`src/rtl/rv_fetch_ctrl.sv`:
```
// rv_fetch_ctrl: instruction fetch/issue sequencer for the multi-cycle RV32I core.
// Owns the PC, issues one instruction-memory request per instruction, holds the
// returned word for decode/execute until completion, then advances or redirects.
// Traps and halts on an illegal instruction or a misaligned redirect target.
// Optional feature macro: RV_FETCH_TIMEOUT_EN adds a WAIT-state timeout trap.
//
// state | meaning
// ------+----------------------------------------------------------
// IDLE  | post-reset, nothing outstanding
// FETCH | request pulse for the word at pc
// WAIT  | waiting for the memory response
// ISSUE | instr_o valid, waiting for execute to finish
// HALT  | trapped; only reset leaves this state

module rv_fetch_ctrl #(
    parameter logic [31:0] RESET_PC       = 32'h0000_0000,
    parameter int          TIMEOUT_CYCLES = 16
) (
    input  logic        clk,
    input  logic        reset,
    output logic        imem_req_o,
    output logic [31:0] imem_addr_o,
    input  logic        imem_rvalid_i,
    input  logic [31:0] imem_rdata_i,
    output logic [31:0] instr_o,
    output logic [31:0] instr_pc_o,
    output logic        instr_valid_o,
    input  logic        illegal_instr_i,
    input  logic        exec_done_i,
    input  logic        redirect_i,
    input  logic [31:0] redirect_pc_i,
    output logic        trap_o,
    output logic [1:0]  trap_cause_o,
    output logic [31:0] trap_pc_o,
    output logic [31:0] retired_o
);

    localparam logic [2:0] S_IDLE  = 3'd0;
    localparam logic [2:0] S_FETCH = 3'd1;
    localparam logic [2:0] S_WAIT  = 3'd2;
    localparam logic [2:0] S_ISSUE = 3'd3;
    localparam logic [2:0] S_HALT  = 3'd4;

    localparam logic [1:0] CAUSE_ILLEGAL   = 2'd1;
    localparam logic [1:0] CAUSE_MISALIGN  = 2'd2;
    localparam logic [1:0] CAUSE_TIMEOUT   = 2'd3;

    // A zero limit would make the timeout fire before the first response could land.
    if (TIMEOUT_CYCLES < 1) begin : g_bad_timeout
        $error("rv_fetch_ctrl: TIMEOUT_CYCLES must be at least 1");
    end

    logic [2:0]  state;
    logic [2:0]  state_d;
    logic [31:0] pc;
    logic        trap_q;
    logic        in_wait;
    logic        in_issue;
    logic        take_illegal;
    logic        take_misalign;
    logic        take_retire;
    logic        wait_timeout;

    assign in_wait       = (state == S_WAIT);
    assign in_issue      = (state == S_ISSUE);
    assign take_illegal  = in_issue && illegal_instr_i;
    assign take_retire   = in_issue && !illegal_instr_i && exec_done_i;
    assign take_misalign = take_retire && redirect_i && (redirect_pc_i[1:0] != 2'b00);

`ifdef RV_FETCH_TIMEOUT_EN
    localparam int CNT_W = $clog2(TIMEOUT_CYCLES + 1);
    localparam logic [CNT_W-1:0] CNT_LAST = CNT_W'(TIMEOUT_CYCLES - 1);

    logic [CNT_W-1:0] wait_cnt;

    // The WAIT cycle that would bring the count to the limit without a response is the timeout.
    assign wait_timeout = in_wait && !imem_rvalid_i && (wait_cnt == CNT_LAST);

    // Count WAIT cycles without a response; cleared while the request goes out.
    always_ff @(posedge clk) begin
        if (reset) begin
            wait_cnt <= '0;
        end else if (state == S_FETCH) begin
            wait_cnt <= '0;
        end else if (in_wait && !imem_rvalid_i) begin
            wait_cnt <= wait_cnt + 1'b1;
        end
    end
`else
    assign wait_timeout = 1'b0;
`endif

    // Next-state selection; faults in ISSUE take priority over normal completion.
    always_comb begin
        state_d = state;
        case (state)
            S_IDLE:  state_d = S_FETCH;
            S_FETCH: state_d = S_WAIT;
            S_WAIT: begin
                if (imem_rvalid_i) begin
                    state_d = S_ISSUE;
                end else if (wait_timeout) begin
                    state_d = S_HALT;
                end
            end
            S_ISSUE: begin
                if (take_illegal || take_misalign) begin
                    state_d = S_HALT;
                end else if (take_retire) begin
                    state_d = S_FETCH;
                end
            end
            S_HALT:  state_d = S_HALT;
            default: state_d = S_IDLE;
        endcase
    end

    // State, PC, captured instruction, trap record and retire counter.
    always_ff @(posedge clk) begin
        if (reset) begin
            state        <= S_IDLE;
            pc           <= RESET_PC;
            instr_o      <= '0;
            instr_pc_o   <= '0;
            trap_q       <= 1'b0;
            trap_cause_o <= '0;
            trap_pc_o    <= '0;
            retired_o    <= '0;
        end else begin
            state <= state_d;
            if (in_wait && imem_rvalid_i) begin
                instr_o    <= imem_rdata_i;
                instr_pc_o <= pc;
            end
            if (wait_timeout) begin
                trap_q       <= 1'b1;
                trap_cause_o <= CAUSE_TIMEOUT;
                trap_pc_o    <= pc;
            end
            if (take_illegal) begin
                trap_q       <= 1'b1;
                trap_cause_o <= CAUSE_ILLEGAL;
                trap_pc_o    <= pc;
            end
            if (take_retire) begin
                retired_o <= retired_o + 32'd1;
                if (take_misalign) begin
                    trap_q       <= 1'b1;
                    trap_cause_o <= CAUSE_MISALIGN;
                    trap_pc_o    <= pc;
                end else begin
                    pc <= redirect_i ? redirect_pc_i : pc + 32'd4;
                end
            end
        end
    end

    assign imem_req_o    = (state == S_FETCH);
    assign imem_addr_o   = pc;
    assign instr_valid_o = in_issue;
    assign trap_o        = trap_q;

endmodule

```
`config.mk`:
```
export PLATFORM = sky130hd
export DESIGN_NAME = rv_fetch_ctrl
export DESIGN_NICKNAME = d
export VERILOG_FILES = /design/src/rtl/rv_fetch_ctrl.sv
export SDC_FILE = /design/constraint.sdc
export NUM_CORES = 1
export LEC_CHECK = 0
export ABC_AREA = 0
export BUFFER_PORTS_ARGS = -buffer_cell sky130_fd_sc_hd__buf_2
export CORE_ASPECT_RATIO = 0.5
export CORE_UTILIZATION = 50
export DETAILED_ROUTE_END_ITERATION = 8
export MAX_ROUTING_LAYER = met4
export PLACE_DENSITY = 0.79
export SLEW_MARGIN = 40
export SYNTH_ARGS = -nofsm -noshare
export SYNTH_HDL_FRONTEND = slang
export SYNTH_SLANG_ARGS = --single-unit
```
`constraint.sdc`:
```
create_clock -name clk -period 2.3 [get_ports clk]
set_input_delay 0.23 -clock clk [delete_from_list [all_inputs] [get_ports clk]]
set_output_delay 0.23 -clock clk [all_outputs]
set_load 0.05 [all_outputs]
```
### Yosys cells after proc, flatten, opt, wreduce, memory -nomap -nowiden

Index checks and enable logic that the tools add are counted.

* logic and storage cells: 43
* output and inout port bits: 165
* input port bits: 70
* register bits after elaboration: 166

* reductions and logical operators: 12
* bitwise operators: 1
* equal/unequal tests: 6
* add/sub/neg operators: 2
* mux-type cells: 14

Operator list (number)
* two-way mux 32 bit: 4
* adder 32 x 1 -> 32 bit (second input constant): 1
* adder 32 x 3 -> 32 bit (second input constant): 1
* one-hot mux 3 bit (5 select lines): 1
* two-way mux 3 bit: 3
* == test 3 x 2 -> 1 bit (second input constant): 2
* logical AND 1 bit: 6
* two-way mux 2 bit: 3
* AND reduction 2 bit: 2
* == test 3 x 1 -> 1 bit (second input constant): 1
* == test 3 bit (second input constant): 1
* logical NOT 3 bit: 1
* two-way mux 1 bit: 3
* != test 3 x 1 -> 1 bit (second input constant): 1
* != test 2 bit (second input constant): 1
* nonzero test 2 bit: 1
* logical NOT 1 bit: 1
* logical OR 1 bit: 1
* inverter 1 bit: 1

### Logic depth before layout (Yosys ltp)

Gate-level depths: netlist of the first run.

* depth in word-level cells: 8
* gate-level depth with buffers: 8
* mapped depth without buffers: 6

### Least setup slack after synthesis of the first run

No wires, ideal clock.

* path kind: reg-to-reg
* start: register pc[8], in the netlist imem_addr_o[8]
* end: register pc[19], in the netlist imem_addr_o[19]
* data required time: 2.183 ns
* setup slack: 0.028 ns
* cell stages (with the launch flop): 8
* arrival time: 2.155 ns
* period minus slack after synthesis: 2.272 ns
* buffers on the path: 2
* library setup time: 0.117 ns
* cell sequence: dfxtp_1 clkbuf_1 nand3_1 nor4_1 buf_2 nor2b_1 o21ai_0 a32o_1

* word-level cells in the longest chain between the ends: 2

Ends and longest elaborated chain
* start: declaration: RTL line 55 `logic [31:0] pc;`
* start signal: assignment: RTL line 152 `pc <= redirect_i ? redirect_pc_i : pc + 32'd4;`
* adder 32 x 3 -> 32 bit: RTL line 152
* two-way mux 32 bit: RTL line 152

No other way between the ends.
A chain may end at the register's enable or synchronous reset.

### Worst setup path in the final report of the first run

* start: register state[2]
* end: register retired_o[28]

* word-level cells in the longest chain between the ends: 3

Ends and longest elaborated chain
* start: declaration: RTL line 53 `logic [2:0] state;`
* start signal: assignment: RTL line 130 `state <= state_d;`
* == test 3 x 2 -> 1 bit: RTL line 65 `assign in_issue = (state == S_ISSUE);`
* logical AND 1 bit (2 in series): RTL line 67 `assign take_retire = in_issue && !illegal_instr_i && exec_done_i;`
* end signal: assignment: RTL line 146 `retired_o <= retired_o + 32'd1;`
* end: declaration: RTL line 35 `output logic [31:0] retired_o`

No other way between the ends.

==> metrics.md, run 1 <==
| Metric | Value |
|---|---|
| Num CTS Buffers | `17` |
| Post-cts resize count | `0` |
| Area grow syn2layout | `28.6%` |
| GRT Resource Usage Total | `27.4%` |
| Clock Latency Late Sink | `0.42 ns` |
| Clock tree buffer depth | `2` |
| Crit path capture type | `flop` |
| Slew @ Worst Pin | `0.534 ns` |
| Clk slew on worst S/H paths | `roughly 0.07 ns` |
| Lkg Pwr | `between 3 and 4 nW` |
| CP delay by family, top | `simple AND/OR/NAND/NOR gates` |
| CTS Sinks | `166` |
| Worst-path fanout max | `12` |
| Final Util | `66.2%` |
| Number of synthesized flops with an enable pin | `0` |
| Routed vias | `a little over 7000` |
| Mapped Area | `0.00701 mm2` |
| M1 WL | `roughly 8600 um` |
| Antenna diode count | `0` |
| Syn Inst Count | `899` |
| Max-slew violations | `0` |
| Slowest cell on crit path | `or3_4` |
| CP Class | `flop to flop` |
| GRT overflow | `0` |
| RSZ-0062 raised after global routing | `no` |
| Post-CTS setup buffers | `0` |
| Final nets | `1190` |
| DRC Markers | `0` |
| Hold slack | `0.0451 ns` |
| Fin crit period | `2.05 ns` |
| CP bufs+invs | `1` |
| Top sig layer | `met4` |
| Core area | `0.0136 mm2` |
| Ys Warns | `0` |
| Status | `completed` |
| Initial Utilization | `between 50% and 60%` |
| FFs w/ async S/R, synth | `0%` |
| Number of nets still failing antenna checks after routing | `0` |
| Initial antenna violation count | `0` |
| Die Wd | `169 um` |
| Largest stage delay on the critical path | `0.47 ns` |
| VDD IR max | `443 uV` |
| Yosys reg bits | `166` |
| Final period util | `88.9%` |
| Final Skew | `0.0126 ns` |
| CP Data Arrival Time | `2.39 ns` |
| Setup crit start kind | `flop` |
| Drt initial violations | `509` |
| Via-per-instance ratio | `between 5 and 6` |
| CTS tree | `built` |
| GP Congestion | `0.864` |
| Final setup fails | `0` |
| Seq/Total Area, Yosys | `between 40% and 50%` |
| Synth unique cells | `54` |
| Area of placed instances | `0.00844 mm2` |
| Max cap viols | `0` |
| WL/cell | `14.9 um` |
| Die area | `between 0.01 and 0.015 mm2` |
| Final instance area | `between 0.009 and 0.01 mm2` |
| Vert. Die Dim | `85.7 um` |
| IO Count | `approximately 240` |
| Metal2 WL | `9310 um` |
| Clock root buffer | `clkbuf_16` |
| First-pass GRT wire length | `31200 um` |
| Vias in the first global route | `6458` |
| Avg Inst Size Synth | `slightly below 8 um2` |
| DRT Pass-1 Iters | `5` |
| Critical path data required time | `2.64 ns` |
| FMAX | `489 MHz` |
| Fin. Hold Viols | `0` |
| Crit path cell chain | `nand3b_2, clkinv_2, nand4_4, or3_4, or3_1, a21oi_1` |
| Fillers | `1192` |
| DR WL met3 | `between 1500 and 2000 um` |
| DPL Wire Length | `between 10000 and 15000 um` |
| Total Wirelength | `approximately 20000 um` |
| Main synth FF type | `dfxtp_1` |
| Pwr dens | `700 mW/mm2` |
| Share of post-route cells with drive strength above 1 | `between 20 and 30%` |
| Mapped Nets | `971` |
| Htree depth | `4` |
| Cts hold-fix bufs | `0` |
| Rows | `30` |
| Setup TNS | `0 ns` |
| Rel. slew slack | `64.4%` |
| Largest net degree at the start of global routing | `50` |
| Hold crit path type | `input pin to flop` |
| IO Port Bufs | `234` |
final timing paths:
path / start / endpoint / slack (ns) / cells after the start
worst max-delay path: state[2] / retired_o[28] / 0.25 / 6
worst min-delay path: imem_rdata_i[20] / instr_o[20] / 0.05 / 3
worst max register to register: state[2] / retired_o[28] / 0.25 / 6
worst min register to register: trap_pc_o[15] / trap_pc_o[15] / 0.45 / 2
area by class of cell:
type / count / area, um2 / area share (%)
multi-input cells: 651 / 3380 / 37.5
flip-flops and latches: 166 / 3320 / 36.9
repair buffers: 268 / 1440 / 16.0
clock buffers: 18 / 439 / 4.87
well taps: 192 / 240 / 2.66
clock inverters: 14 / 139 / 1.54
inverters: 14 / 53.8 / 0.597
cell usage after synthesis (2+ instances only):
cell,n,area share (%)
a211oi_1,7,0.75
a21o_1,2,0.21
a21oi_1,129,9.2
a22o_1,6,0.75
a22oi_1,4,0.43
a311oi_1,2,0.25
a31o_2,5,0.62
a31oi_1,8,0.71
a32o_1,5,0.71
a41o_1,2,0.29
and2_1,3,0.27
and3_1,14,1.2
and3b_1,2,0.25
and4_1,8,1.0
buf_1,6,0.32
buf_2,5,0.36
buf_6,2,0.32
clkbuf_1,54,2.9
dfxtp_1,166,47
ha_1,2,0.36
inv_1,13,0.70
mux2i_1,5,0.71
nand2_1,223,12
nand3_1,25,1.8
nand3_2,2,0.29
nand4_1,14,1.2
nor2_1,56,3.0
nor2b_1,5,0.45
nor3_1,24,1.7
nor3b_1,2,0.21
nor4_1,11,0.98
o211ai_1,2,0.21
o21ai_0,32,2.3
o31ai_1,3,0.32
or3_1,12,1.1
xnor2_1,18,2.2
xor2_1,3,0.37
metrics by stage:
step / std cells / worst slack, ns / power, mW
after floorplan: 899 / 0.0276 / 3.38
after global placement: 1291 / 0.356 / 3.56
after detailed placement: 1291 / 0.262 / 3.56
after CTS: 1323 / 0.261 / 6.35
after global routing: 1323 / 0.115 / 6.50
final: 1323 / 0.255 / 6.31
where the power goes:
group	internal, mW	leakage, nW	switching [mW]
Clock	1.55	0.282	1.26
Combinational	0.157	2.14	0.398
Sequential	2.92	1.34	0.0363
cell usage in the layout, fill, tap and decap left out, types with 6 or more instances in the layout:
master / count
a211oi_1: 7
a21oi_1: 128
a22o_1: 6
a31oi_1: 8
and3_1: 14
and4_1: 8
buf_2: 233
buf_4: 34
clkbuf_16: 17
dfxtp_1: 166
inv_1: 13
nand2_1: 223
nand3_1: 25
nand4_1: 14
nor2_1: 56
nor3_1: 24
nor4_1: 11
o21ai_0: 32
or3_1: 12
xnor2_1: 18
state kept, by name, indices dropped and copies added, names as in the netlist:
| signal | cells |
|---|---|
| trap_o | 1 |
| trap_pc_o | 32 |
| state | 3 |
| instr_pc_o | 32 |
| trap_cause_o | 2 |
| imem_addr_o | 32 |
| retired_o | 32 |
| instr_o | 32 |
metal layers:
layer | GRT usage (%) | up-vias
met5 | - | -
met4 | 8.03 | 0
met3 | 6.09 | 29
met2 | 44.6 | 285
met1 | 34.3 | 3368
li1 | - | 3534
worst min-delay path, stage by stage:
cell and delay, ns:
buf_2 0.10, nand2_1 0.04, a21oi_1 0.05
logic make-up (layout without fill, tap and decap cells):
family,Yosys count,in the layout,synth area share (%)
XOR/XNOR,21,21,2.62
flip-flops,166,166,47.4
AO/OA/AOI/OAI,213,213,17.4
AND/OR/NAND/NOR,410,410,26.8
multiplexers,5,5,0.714
adder cells (fa/ha/maj),2,2,0.357
buffers and inverters,82,314,4.73
Power figures use the tool's default switching activity.
==> run 2: changes to the inputs <==
ABC_AREA = 1   (was 0)
PLACE_DENSITY = 0.78   (was 0.79)
==> run 2 against run 1 <==
  * First-iteration DRC count increased by 26%
  * Cell count increased by 21%
  * Critical path depth increased by 2
  * Cell area increased by 7.6%
  * Die area increased by 11%
  * Hold slack improved by 0.045 ns
  * Global-route usage increased by 2.8 points
  * Count of clock-buffer cells in the layout increased by 1
  * Sequential power increased by 8.5%
  * Clock power decreased by 1%
  * Wire length increased by 18%
  * Fmax decreased by 2.0%
  * Critical endpoint is now imem_addr_o[12]
  * Highest routed layer unchanged
==> metrics.md, run 2 <==
| Metric | Value |
|---|---|
| Die area | `0.0161 mm2 (+11%)` |
| First-pass GRT wire length | `37800 um (+21%)` |
| Post-synth top area share | `42.7% (-4.7 points)` |
| FFs w/ async S/R, synth | `0% (unchanged)` |
| Crit path capture type | `flop` |
| Most frequent cells in the layout | `nand2_1 (263), buf_2 (234), nor2_1 (172)` |
| Synth top cells by count | `nand2_1 (263), nor2_1 (172), dfxtp_1 (166), inv_1 (136), a21oi_1 (128)` |
| Worst Hold Launch | `imem_rdata_i[31]` |
| Internal Pwr Total | `4.91 mW (+6.2%)` |
| Critical path data required time | `2.60 ns (-0.04 ns)` |
| Drt initial violations | `643 (+26%)` |
| Initial Utilization | `52.6% (+1.1 points)` |
| Rel. slew slack | `55.1% (-9.2 points)` |
| DRC Markers | `0 (unchanged)` |
| Slew @ Worst Pin | `0.668 ns (+0.133 ns)` |
| Clock tree buffer depth | `2 (unchanged)` |
| Largest net degree at the start of global routing | `73 (+46%)` |
| Num CTS Buffers | `17 (unchanged)` |
| Vias in the first global route | `7751 (+20%)` |
| R2R setup slack | `0.21 ns (-0.04 ns)` |
| Switching Share | `34.4% (+7.7 points)` |
| Reg2reg path depth | `8 (+2)` |
| IO Count | `235 (unchanged)` |
| Finished Layout Cells | `1595 (+21%)` |
| Area grow syn2layout | `24.5%` |
| Max-slew violations | `0 (unchanged)` |
| Clk slew on worst S/H paths | `0.07 ns (about the same)` |
| Lkg Pwr | `4.11 nW (+9.3%)` |
| Rows | `31 (+3.3%)` |
| Worst-path fanout max | `6 (-6)` |
| FMAX | `479 MHz (-2.0%)` |
| Htree depth | `4 (unchanged)` |
| Worst reg2reg startpoint | `imem_addr_o[3]` |
| Mapped Nets | `1240 (+28%)` |
| Fin. Hold Viols | `0 (unchanged)` |
| Mapped Area | `0.00779 mm2 (+11%)` |
| Avg Inst Size Synth | `6.67 um2 (-15%)` |
| RSZ-0062 raised after global routing | `no` |
| Yosys reg bits | `166 (unchanged)` |
| Main synth FF type | `dfxtp_1` |
| Hold path endpoint | `instr_o[31]` |
| Psw | `2.58 mW (+53%)` |
| Most common cell after layout, fill and taps aside | `nand2_1` |
| Syn Inst Count | `1168 (+30%)` |
| Final nets | `1456 (+22%)` |
| DRT Pass-1 Iters | `5 (unchanged)` |
| Antenna diode count | `0 (unchanged)` |
| Post-CTS setup buffers | `0 (unchanged)` |
| Initial antenna violation count | `0 (unchanged)` |
| Crit path cell chain | `ha_1, nand2_1, nor3_1, nand2_1, nor3_1, o21ai_0, nand2_1, nor2_1` |
| Seq/Total Area, Yosys | `42.7% (-4.7 points)` |
| Ys Warns | `0 (unchanged)` |
| Setup TNS | `0 ns (unchanged)` |
| Number of synthesized flops with an enable pin | `0 (unchanged)` |
| Setup crit start kind | `flop` |
| Largest stage delay on the critical path | `0.58 ns (+0.11 ns)` |
| Hold crit path type | `input pin to flop` |
| Most frequent cell after synthesis | `nand2_1` |
| Pwr dens | `773 mW/mm2 (+10%)` |
| Final setup fails | `0 (unchanged)` |
| Clock share of power | `36.9% (-7.6 points)` |
| Routed vias | `8383 (+16%)` |
| Hold-critical path depth | `3 (unchanged)` |
| Reg power frac | `42.7% (-4.0 points)` |
| CTS tree | `built` |
| Synth unique cells | `33 (-39%)` |
| Max cap viols | `0 (unchanged)` |
| DPL Wire Length | `17000 um (+23%)` |
| Via-per-instance ratio | `5.26 (-3.6%)` |
| Fin crit period | `2.09 ns (+0.0427 ns)` |
| Final period util | `90.8% (+1.9 points)` |
| Most used cell along the critical path | `nand2_1` |
| Dominant cells by area after synthesis | `dfxtp_1 (43%), nand2_1 (13%), nor2_1 (8.3%)` |
| Die Wd | `179 um (+5.3%)` |
| Vert. Die Dim | `90.3 um (+5.3%)` |
| GRT Resource Usage Total | `30.2% (+2.8 points)` |
| Final Skew | `0.0206 ns (+0.00807 ns)` |
| GP Congestion | `0.995 (+15%)` |
| Placed cell count | `1563 (+21%)` |
| Combinational share of power | `20.4% (+12 points)` |
| IO Port Bufs | `234 (unchanged)` |
| Post-cts resize count | `0 (unchanged)` |
| Register area | `0.00332 mm2 (unchanged)` |
| Slowest cell on crit path | `nor3_1` |
| Leading area contributor after synthesis | `dfxtp_1` |
| Clock root buffer | `clkbuf_16` |
| WL/cell | `14.6 um (-1.8%)` |
| Fillers | `1392 (+17%)` |
| Reg2reg end | `imem_addr_o[12]` |
| VDD IR max | `593 uV (+34%)` |
| Combined area of the multi-input logic cells | `0.00371 mm2 (+9.9%)` |
| Cts hold-fix bufs | `0 (unchanged)` |
| Share of post-route cells with drive strength above 1 | `21.5% (-6.4 points)` |
| CTS Sinks | `166 (unchanged)` |
| Status | `completed` |
| CP Class | `flop to flop` |
| CP Data Arrival Time | `2.39 ns (about the same)` |
| Core area | `0.0148 mm2 (+8.7%)` |
| Total Wirelength | `23400 um (+18%)` |
| Clock Latency Late Sink | `0.42 ns (about the same)` |
| Number of nets still failing antenna checks after routing | `0 (unchanged)` |
| GRT overflow | `0 (unchanged)` |
-- run 2: how the worst max path moves through the flow --
| stage | end | cells past startpoint | start | slack (ns) |
|---|---|---|---|---|
| final | imem_addr_o[12] | 8 | imem_addr_o[3] | 0.21 |
| after CTS | imem_addr_o[12] | 8 | imem_addr_o[3] | 0.25 |
| after global routing | imem_addr_o[12] | 8 | imem_addr_o[3] | 0.02 |
| after global placement | imem_addr_o[26] | 11 | imem_addr_o[3] | 0.49 |
| after detailed placement | instr_o[18] | 5 | state[2] | 0.39 |
| after floorplan | imem_addr_o[12] | 8 | imem_addr_o[3] | 0.24 |
-- run 2: power by group through the flow --
stage | Combinational (mW) | Clock [mW] | Sequential [mW]
3_3_place_gp | 1.50 | 0 | 3.25
5_1_grt | 1.64 | 2.93 | 3.22
2_1_floorplan | 0.475 | 0 | 3.93
3_5_place_dp | 1.53 | 0 | 3.26
6_report | 1.53 | 2.77 | 3.20
4_1_cts | 1.53 | 2.79 | 3.20
-- run 2: layout make-up --
class	count	area share (%)
Multi-Input combinational cell	810	38.3
Sequential cell	166	34.3
Timing Repair Buffer	250	13.7
Inverter	139	5.38
Clock buffer	19	4.67
Tap cell	198	2.55
Clock inverter	13	1.15
-- run 2: stage by stage --
step           hold slack, ns  util, %  total power, mW  cell area, um2  setup WS, ns
6_report               0.0905     65.5             7.49            9700         0.212
2_1_floorplan           0.423        -             4.40            7790         0.236
5_1_grt                0.0938     65.5             7.79            9700        0.0180
3_5_place_dp            0.433     61.7             4.79            9140         0.395
3_3_place_gp            0.428     61.7             4.75            9140         0.493
4_1_cts                0.0897     65.5             7.52            9700         0.255
-- run 2: worst max-delay path: cells and delay by family, from the launching register on --
kind / cells / cell delay, ns
AND/OR/NAND/NOR: 6 / 1.22
flip-flops: 1 / 0.43
adder cells (fa/ha/maj): 1 / 0.20
AO/OA/AOI/OAI: 1 / 0.13
-- run 2: cell families (layout without fill, tap and decap cells) --
logic type	after synthesis	count (layout)	share of synthesized area, %
fa+ha+maj	2	2	0.321
xor+xnor	7	7	0.787
simple gates	531	531	28.2
compound gates	270	270	18.2
buf+inv	192	421	9.82
flops	166	166	42.7
-- run 2: routing by layer --
| metal | GRT usage [%] | up-vias | share of wire, % |
|---|---|---|---|
| met4 | 8.90 | 0 | 2.0 |
| met3 | 4.63 | 50 | 6.1 |
| li1 | - | 4184 | - |
| met1 | 37.6 | 3835 | 44 |
| met5 | - | - | 0 |
| met2 | 50.4 | 314 | 48 |
==> run 3: changes to the inputs <==
REMOVE_ABC_BUFFERS = 1   (was not set)
==> run 3 against run 2 <==
  * Utilization up 0.24 points
  * First-iteration DRC count down 13%
  * Combinational power about the same
  * Clock skew down 0.0098 ns
  * Via count down 2.1%
  * Total power up 3.8%
  * Count of clock-buffer cells in the layout up 3
  * Critical endpoint unchanged
  * Largest cell class unchanged
  * Largest power group unchanged
==> metrics.md, run 3 (synthesized netlist as in run 2, its figures left out) <==
| Metric | Value |
|---|---|
| Status | `completed` |
| WL/cell | `13.5 um (-7.5%)` |
| Vias in the first global route | `7508 (-3.1%)` |
| Clock Latency Late Sink | `0.43 ns (about the same)` |
| Worst-path fanout max | `7 (+1)` |
| Via-per-instance ratio | `5.16 (-1.8%)` |
| Setup TNS | `0 ns (unchanged)` |
| Hold slack | `0.0780 ns (-0.0126 ns)` |
| VDD IR max | `509 uV (-14%)` |
| Area of placed instances | `0.00911 mm2 (-0.27%)` |
| Post-cts resize count | `0 (unchanged)` |
| DPL Wire Length | `15300 um (-9.8%)` |
| Fin crit period | `2.08 ns (-0.00315 ns)` |
| CP Data Arrival Time | `2.41 ns (+0.02 ns)` |
| CTS tree | `built` |
| IO Count | `235 (unchanged)` |
| Total Wirelength | `21500 um (-7.8%)` |
| Rows | `31 (unchanged)` |
| Max cap viols | `0 (unchanged)` |
| Die area | `0.0161 mm2 (unchanged)` |
| Reg2reg path depth | `8 (unchanged)` |
| IO Port Bufs | `234 (unchanged)` |
| Initial Utilization | `52.6% (unchanged)` |
| Largest stage delay on the critical path | `0.57 ns (about the same)` |
| Final period util | `90.6% (-0.14 points)` |
| Critical path data required time | `2.63 ns (+0.03 ns)` |
| Area grow syn2layout | `25.0%` |
| Rel. slew slack | `53.6% (-1.6 points)` |
| Num CTS Buffers | `17 (unchanged)` |
| Most used cell along the critical path | `nand2_1` |
| Antenna diode count | `0 (unchanged)` |
| Core area | `0.0148 mm2 (unchanged)` |
| Post-CTS setup buffers | `0 (unchanged)` |
| Initial antenna violation count | `0 (unchanged)` |
| Slew @ Worst Pin | `0.697 ns (+0.0289 ns)` |
| Die Wd | `179 um (unchanged)` |
| Number of nets still failing antenna checks after routing | `0 (unchanged)` |
| Crit path capture type | `flop` |
| Max-slew violations | `0 (unchanged)` |
| Setup crit start kind | `flop` |
| Hold-critical path depth | `3 (unchanged)` |
| Most frequent cells in the layout | `nand2_1 (263), buf_2 (234), nor2_1 (172)` |
| Drt initial violations | `562 (-13%)` |
| Slowest cell on crit path | `nor3_1` |
| Clock root buffer | `clkbuf_16` |
| First-pass GRT wire length | `35900 um (-5.2%)` |
| Routed vias | `8207 (-2.1%)` |
| Vert. Die Dim | `90.3 um (unchanged)` |
| DRC Markers | `0 (unchanged)` |
| Cts hold-fix bufs | `0 (unchanged)` |
| Share of post-route cells with drive strength above 1 | `21.0% (-0.57 points)` |
| Final Skew | `0.0109 ns (-0.00977 ns)` |
| Final Util | `65.7% (+0.24 points)` |
| Lkg Pwr | `4.11 nW (+0.15%)` |
| CP Class | `flop to flop` |
| Fin. Hold Viols | `0 (unchanged)` |
| Largest net degree at the start of global routing | `89 (+22%)` |
| Clk slew on worst S/H paths | `0.07 ns (about the same)` |
| Pwr dens | `799 mW/mm2 (+3.4%)` |
| Final instance area | `0.00973 mm2 (+0.36%)` |
| Hold crit path type | `input pin to flop` |
| Total chip power | `7.78 mW (+3.8%)` |
| CTS Sinks | `166 (unchanged)` |
| GRT Resource Usage Total | `28.1% (-2.1 points)` |
| Htree depth | `4 (unchanged)` |
| Final nets | `1451 (-0.34%)` |
| GRT overflow | `0 (unchanged)` |
| Final setup fails | `0 (unchanged)` |
| Crit path cell chain | `ha_1, nand2_1, nor3_1, nand2_1, nor3_1, o21ai_0, nand2_1, nor2_1` |
| RSZ-0062 raised after global routing | `no` |
| FMAX | `480 MHz (+0.15%)` |
| Clock tree buffer depth | `2 (unchanged)` |
| GP Congestion | `0.889 (-11%)` |
| DRT Pass-1 Iters | `5 (unchanged)` |
| Most common cell after layout, fill and taps aside | `nand2_1` |
[run 3: final cells by class]
class | instances | area, um2
sequential | 166 | 3320
clock buffer | 22 | 454
clock inverter | 10 | 170
inverter | 139 | 522
timing repair buffer | 245 | 1300
fill | 1357 | 5080
multi-input combinational | 810 | 3710
tap | 198 | 248
[run 3: through the flow]
step                instances  worst slack, ns
floorplan                1115           -0.946
global placement         1558            0.421
detailed placement       1558            0.273
CTS                      1590            0.279
global route             1590           0.0595
finish                   1590            0.215
[run 3: final timing paths]
kind,slack (ns),end,startpoint
setup / recovery,0.22,imem_addr_o[12],imem_addr_o[3]
hold / removal,0.08,instr_o[9],imem_rdata_i[9]
setup reg to reg,0.22,imem_addr_o[12],imem_addr_o[3]
hold reg to reg,0.44,instr_o[2],instr_o[2]
[run 3: metal layers]
| metal | part of all wire (%) | GRT usage, % | wire [um] |
|---|---|---|---|
| met5 | 0 | - | 0 |
| met4 | 2.2 | 9.75 | 476 |
| met3 | 6.3 | 4.71 | 1360 |
| met2 | 47 | 46.1 | 10000 |
| met1 | 45 | 34.8 | 9680 |
[run 3: critical path, delay by kind of cell, from the launching register on]
kind | cells | cell delay (ns)
AND/OR/NAND/NOR | 6 | 1.14
AO/OA/AOI/OAI | 1 | 0.10
adder cells (fa/ha/maj) | 1 | 0.32
flip-flops | 1 | 0.42
[run 3: report_power, final]
part | leakage (nW) | internal, mW | switching, mW | total (mW)
Clock | 0.295 | 1.86 | 1.21 | 3.06
Combinational | 2.48 | 0.358 | 1.16 | 1.52
Sequential | 1.34 | 3.08 | 0.119 | 3.20
Total | 4.11 | 5.30 | 2.48 | 7.78
